File: config.mk
export PLATFORM = sky130hd
export DESIGN_NAME = dmem_arbiter
export DESIGN_NICKNAME = d
export VERILOG_FILES = /design/src/rtl/dmem_pkg.sv /design/src/rtl/dmem_arb_rr.sv /design/src/rtl/dmem_arbiter.sv
export SDC_FILE = /design/constraint.sdc
export NUM_CORES = 1
export LEC_CHECK = 0
export ABC_AREA = 1
export BUFFER_PORTS_ARGS = -buffer_cell sky130_fd_sc_hd__clkbuf_2
export CORE_MARGIN = 4
export CORE_UTILIZATION = 30
export CTS_BUF_LIST = sky130_fd_sc_hd__clkbuf_8
export DETAILED_ROUTE_END_ITERATION = 8
export GPL_TIMING_DRIVEN = 1
export PLACE_DENSITY_LB_ADDON = 0.1
export SYNTH_ARGS = -nofsm -noshare
export SYNTH_HDL_FRONTEND = slang
export SYNTH_HIERARCHICAL = 1
export SYNTH_SLANG_ARGS = --single-unit
File: constraint.sdc
create_clock -name clk -period 5.2 [get_ports clk]
set_input_delay 1.04 -clock clk [delete_from_list [all_inputs] [get_ports clk]]
set_output_delay 1.04 -clock clk [all_outputs]
set_load 0.02 [all_outputs]
File: src/rtl/dmem_pkg.sv
// Shared definitions for the Data_Memory arbiter: access modes, FSM states,
// and the misalignment rule used when DMEM_ARB_MISALIGN_CHECK_EN is defined.
package dmem_pkg;

  localparam logic [2:0] MODE_B  = 3'b000;
  localparam logic [2:0] MODE_H  = 3'b001;
  localparam logic [2:0] MODE_W  = 3'b010;
  localparam logic [2:0] MODE_BU = 3'b100;
  localparam logic [2:0] MODE_HU = 3'b101;

  typedef enum logic {
    ST_IDLE,
    ST_ACCESS
  } state_t;

  // Halfwords need addr[0]==0, words need addr[1:0]==0; bytes are always aligned.
  function automatic logic is_misaligned(input logic [2:0] mode, input logic [1:0] addr_lo);
    return ((mode[1:0] == 2'b01) && addr_lo[0]) ||
           ((mode[1:0] == 2'b10) && (addr_lo != 2'b00));
  endfunction

endpackage

File: src/rtl/dmem_arb_rr.sv
// Two-way request picker: round-robin when fair is set, otherwise port 0 wins.
// Purely combinational; the caller owns the "last served" state.
module dmem_arb_rr (
  input  logic [1:0] req,
  input  logic       last,
  input  logic       fair,
  output logic [1:0] grant
);

  always_comb begin
    grant = req;
    // Contention: serve the port that was not served last, or port 0 when unfair.
    if (req == 2'b11) begin
      grant = (fair && !last) ? 2'b10 : 2'b01;
    end
  end

endmodule

File: src/rtl/dmem_arbiter.sv
// Two-port arbiter/sequencer in front of the single-ported Data_Memory (IDLE -> ACCESS -> IDLE).
// Define DMEM_ARB_MISALIGN_CHECK_EN to suppress and flag misaligned halfword/word accesses.
module dmem_arbiter
  import dmem_pkg::*;
#(
  parameter int ADDR_W = 32,
  parameter int DATA_W = 32,
  parameter int FAIR   = 1
) (
  input  logic              clk,
  input  logic              reset,
  input  logic              r0_req,
  input  logic              r0_we,
  input  logic [2:0]        r0_mode,
  input  logic [ADDR_W-1:0] r0_addr,
  input  logic [DATA_W-1:0] r0_wdata,
  output logic              r0_gnt,
  output logic              r0_done,
  output logic [DATA_W-1:0] r0_rdata,
  output logic              r0_err,
  input  logic              r1_req,
  input  logic              r1_we,
  input  logic [2:0]        r1_mode,
  input  logic [ADDR_W-1:0] r1_addr,
  input  logic [DATA_W-1:0] r1_wdata,
  output logic              r1_gnt,
  output logic              r1_done,
  output logic [DATA_W-1:0] r1_rdata,
  output logic              r1_err,
  output logic [ADDR_W-1:0] mem_addr,
  output logic              mem_we,
  output logic [2:0]        mem_mode,
  output logic [DATA_W-1:0] mem_wdata,
  input  logic [DATA_W-1:0] mem_rdata
);

  localparam logic FAIR_EN = (FAIR != 0);

  state_t            state;
  logic              rr_last;
  logic              owner;
  logic              acc_load;
  logic              acc_err;
  logic [1:0]        pick;
  logic [1:0]        grant;
  logic              win;
  logic              w_we;
  logic              w_mis;
  logic [2:0]        w_mode;
  logic [ADDR_W-1:0] w_addr;
  logic [DATA_W-1:0] w_wdata;

  dmem_arb_rr u_rr (
    .req   ({r1_req, r0_req}),
    .last  (rr_last),
    .fair  (FAIR_EN),
    .grant (pick)
  );

  always_comb begin
    grant   = (!reset && state == ST_IDLE) ? pick : 2'b00;
    win     = grant[1];
    w_we    = win ? r1_we    : r0_we;
    w_mode  = win ? r1_mode  : r0_mode;
    w_addr  = win ? r1_addr  : r0_addr;
    w_wdata = win ? r1_wdata : r0_wdata;
`ifdef DMEM_ARB_MISALIGN_CHECK_EN
    w_mis   = is_misaligned(w_mode, w_addr[1:0]);
`else
    w_mis   = 1'b0;
`endif
  end

  assign r0_gnt = grant[0];
  assign r1_gnt = grant[1];

  always_ff @(posedge clk or posedge reset) begin
    if (reset) begin
      state     <= ST_IDLE;
      rr_last   <= 1'b1;
      owner     <= 1'b0;
      acc_load  <= 1'b0;
      acc_err   <= 1'b0;
      mem_addr  <= '0;
      mem_we    <= 1'b0;
      mem_mode  <= '0;
      mem_wdata <= '0;
      r0_done   <= 1'b0;
      r1_done   <= 1'b0;
      r0_err    <= 1'b0;
      r1_err    <= 1'b0;
      r0_rdata  <= '0;
      r1_rdata  <= '0;
    end else begin
      r0_done <= 1'b0;
      r1_done <= 1'b0;
      r0_err  <= 1'b0;
      r1_err  <= 1'b0;
      case (state)
        ST_IDLE: begin
          mem_we <= 1'b0;
          if (grant != 2'b00) begin
            state     <= ST_ACCESS;
            rr_last   <= win;
            owner     <= win;
            mem_addr  <= w_addr;
            mem_mode  <= w_mode;
            mem_wdata <= w_wdata;
            // A flagged access still takes its slot but never touches memory.
            mem_we    <= w_we & ~w_mis;
            acc_load  <= ~w_we & ~w_mis;
            acc_err   <= w_mis;
          end
        end
        ST_ACCESS: begin
          state  <= ST_IDLE;
          mem_we <= 1'b0;
          if (owner) begin
            r1_done <= 1'b1;
            r1_err  <= acc_err;
            if (acc_load) r1_rdata <= mem_rdata;
          end else begin
            r0_done <= 1'b1;
            r0_err  <= acc_err;
            if (acc_load) r0_rdata <= mem_rdata;
          end
        end
        default: state <= ST_IDLE;
      endcase
    end
  end

endmodule

==> metrics.yaml <==
fin_nets: 1311
cts_tree: "built"
p_seq_frac: 0.411
met2_usage: 0.270
endpoint_kind: "primary output"
stdcell_area_um2: 8550
htree_levels: 4
ys_seq_area_frac: 0.536
drc_errors: 0
finalHoldViolations: 0
layout_common_cells: "clkbuf_2, nand2_1, inv_1"
worst_slew_pin_slew_ns: 1.06
synth_top_area_share: 0.532
fmax_ghz: 0.283
status: "finished clean"
ctsLongestPathBuffers: 2
fin_skew_ns: 0.0104
crit_type: "input pin to primary output"
ff2ff_path_depth: 7
setup_viol: 0
grt_use_met1: 0.216
portBuffers: 307
crit_path_end: "r0_gnt"
die_h_um: 155
p_sw_frac: 0.422
root_buffer: "clkbuf_8"
required_ns: 4.16
r2r-start: "state"
antenna_found_initial: 0
grt_pass1_wl_um: 32100
synth.area.top_cells: "dfrtp_1, nand2_1, nand3_1"
insertion_delay_ns: 0.43
grt.busiest_layer: "met2"
rows: 53
maxSlewViolCount: 0
peakVddDrop_mv: 0.135
vias: 6049
ff2ff_setup_slack_ns: 2.51
finalCritPeriodShare: 0.680
p_sw_mw: 1.74
ys_types: 16
layout_commonest_cell: "clkbuf_2"
gp_congestion: 0.784
combinationalPowerShare: 0.384
post_synth.cell_area_avg_um2: 7.54
power_density_nw_per_um2: 483
grt_pass1_vias: 6088
yosysWarnings: 6
drt-initial-drc-count: 289
fin_ws_ns: 1.66
crit_start: "reset"
track_usage: 0.167
placed_cell_area_um2: 8170
reg2reg_to: "mem_addr[28]"
cts_made_buffers: 17
grtUsageMet3: 0.0495
io_pins: 310
syn_area_um2: 6450
slew_headroom: 0.292
overflow: 0
dieWidth_um: 155
holdWs_ns: 0.476
pre_cts_ws_ns: 1.65
total_power_mw: 4.13
rsz0062_at_grt: "no"
hpwlAfterDp_um: 14300
ys_ff_latch: 138
finalSetupTns_ns: 0
cp.arrival_ns: 2.50
p_leak_nw: 5.35
via_per_inst: 4.24
wl_per_cell_um: 14.1
synth_area_leader_cell: "dfrtp_1"
diodes: 0
core_um2: 21100
syn_inst: 855
ctsResizeCount: 0
placed_cells: 1395
clk_pin_slew_ns: 0.08
grt_max_degree: 100
drive_gt1_frac: 0.308
crit_fanout: 69
dr.pass1.iters: 5
cts_setup_buffers: 0
cts.sinks: 138
intPower_mw: 2.38
final_cells: 1427
ant_nets: 0
fin_util: 0.406
hp-class: "flop to flop"
postCtsHoldBufs: 0
finalCriticalPeriod_ns: 3.54
area_growth_pct: 32.6
initial_core_util: 0.306
cp-start-kind: "input pin"
clkPwrFrac: 0.205
die-area_um2: 23900
drv_cap: 0
routed_wl_um: 20200
-- cells in the mapped netlist --
master,instances
nor2_4,1
inv_1,173
conb_1,2
nand3_1,136
nand2_2,3
inv_2,2
nor2_1,2
buf_2,17
nand2_1,283
a21oi_1,1
dfrtp_1,137
buf_1,5
o21ai_0,64
dfstp_2,1
clkbuf_1,24
buf_4,4
-- sequential cells by signal, indices dropped and copies added (netlist names) --
| register | count |
|---|---|
| acc_load | 1 |
| mem_addr | 32 |
| mem_mode | 3 |
| mem_wdata | 32 |
| mem_we | 1 |
| owner | 1 |
| r0_done | 1 |
| r0_rdata | 32 |
| r1_done | 1 |
| r1_rdata | 32 |
| rr_last | 1 |
| state | 1 |
-- power by group through the flow --
stage	logic, mW	registers (mW)	clock network [mW]
2_1_floorplan	0.477	2.19	0
3_3_place_gp	1.61	1.71	0
3_5_place_dp	1.62	1.71	0
4_1_cts	1.62	1.70	0.887
5_1_grt	1.75	1.75	0.928
6_report	1.59	1.69	0.846
-- cells by family (layout without fill, tap and decap cells) --
| group | Yosys count | in the layout | share of synthesized area |
|---|---|---|---|
| other cells | 2 | 4 | 0.00116 |
| simple gates | 425 | 425 | 0.276 |
| compound gates | 65 | 65 | 0.0504 |
| buf+inv | 225 | 520 | 0.137 |
| flops | 138 | 138 | 0.536 |
-- worst min path at each step --
| stage | depth (start not counted) | slack [ns] | endpoint | from |
|---|---|---|---|---|
| 6_report | 2 | 0.48 | rr_last | rr_last |
| 5_1_grt | 2 | 0.51 | mem_addr[16] | mem_addr[16] |
| 4_1_cts | 2 | 0.48 | rr_last | rr_last |
| 3_5_place_dp | 2 | 0.46 | mem_wdata[20] | mem_wdata[20] |
| 3_3_place_gp | 2 | 0.46 | mem_wdata[21] | mem_wdata[21] |
| 2_1_floorplan | 1 | 0.43 | r0_done | owner |
-- final cells by class --
cell class / instances / area, um^2
multi-input combinational: 494 / 2130
tap: 275 / 344
fill: 2277 / 12500
clock buffer: 19 / 262
sequential: 138 / 3450
timing repair buffer: 313 / 1580
inverter: 175 / 662
clock inverter: 13 / 120
-- critical path: stages --
cell	delay, ns
clkbuf_2	0.15
nor2_4	0.12
buf_4	0.63
nand2_1	0.26
inv_1	0.11
clkbuf_2	0.18
-- metal layers --
metal  share of wire  vias to the layer above
li1                -                     3128
met1            0.44                     2685
met2            0.47                      210
met3           0.071                       26
met4           0.020                        0
met5               0                        -
(Power assumes the default switching activity.)
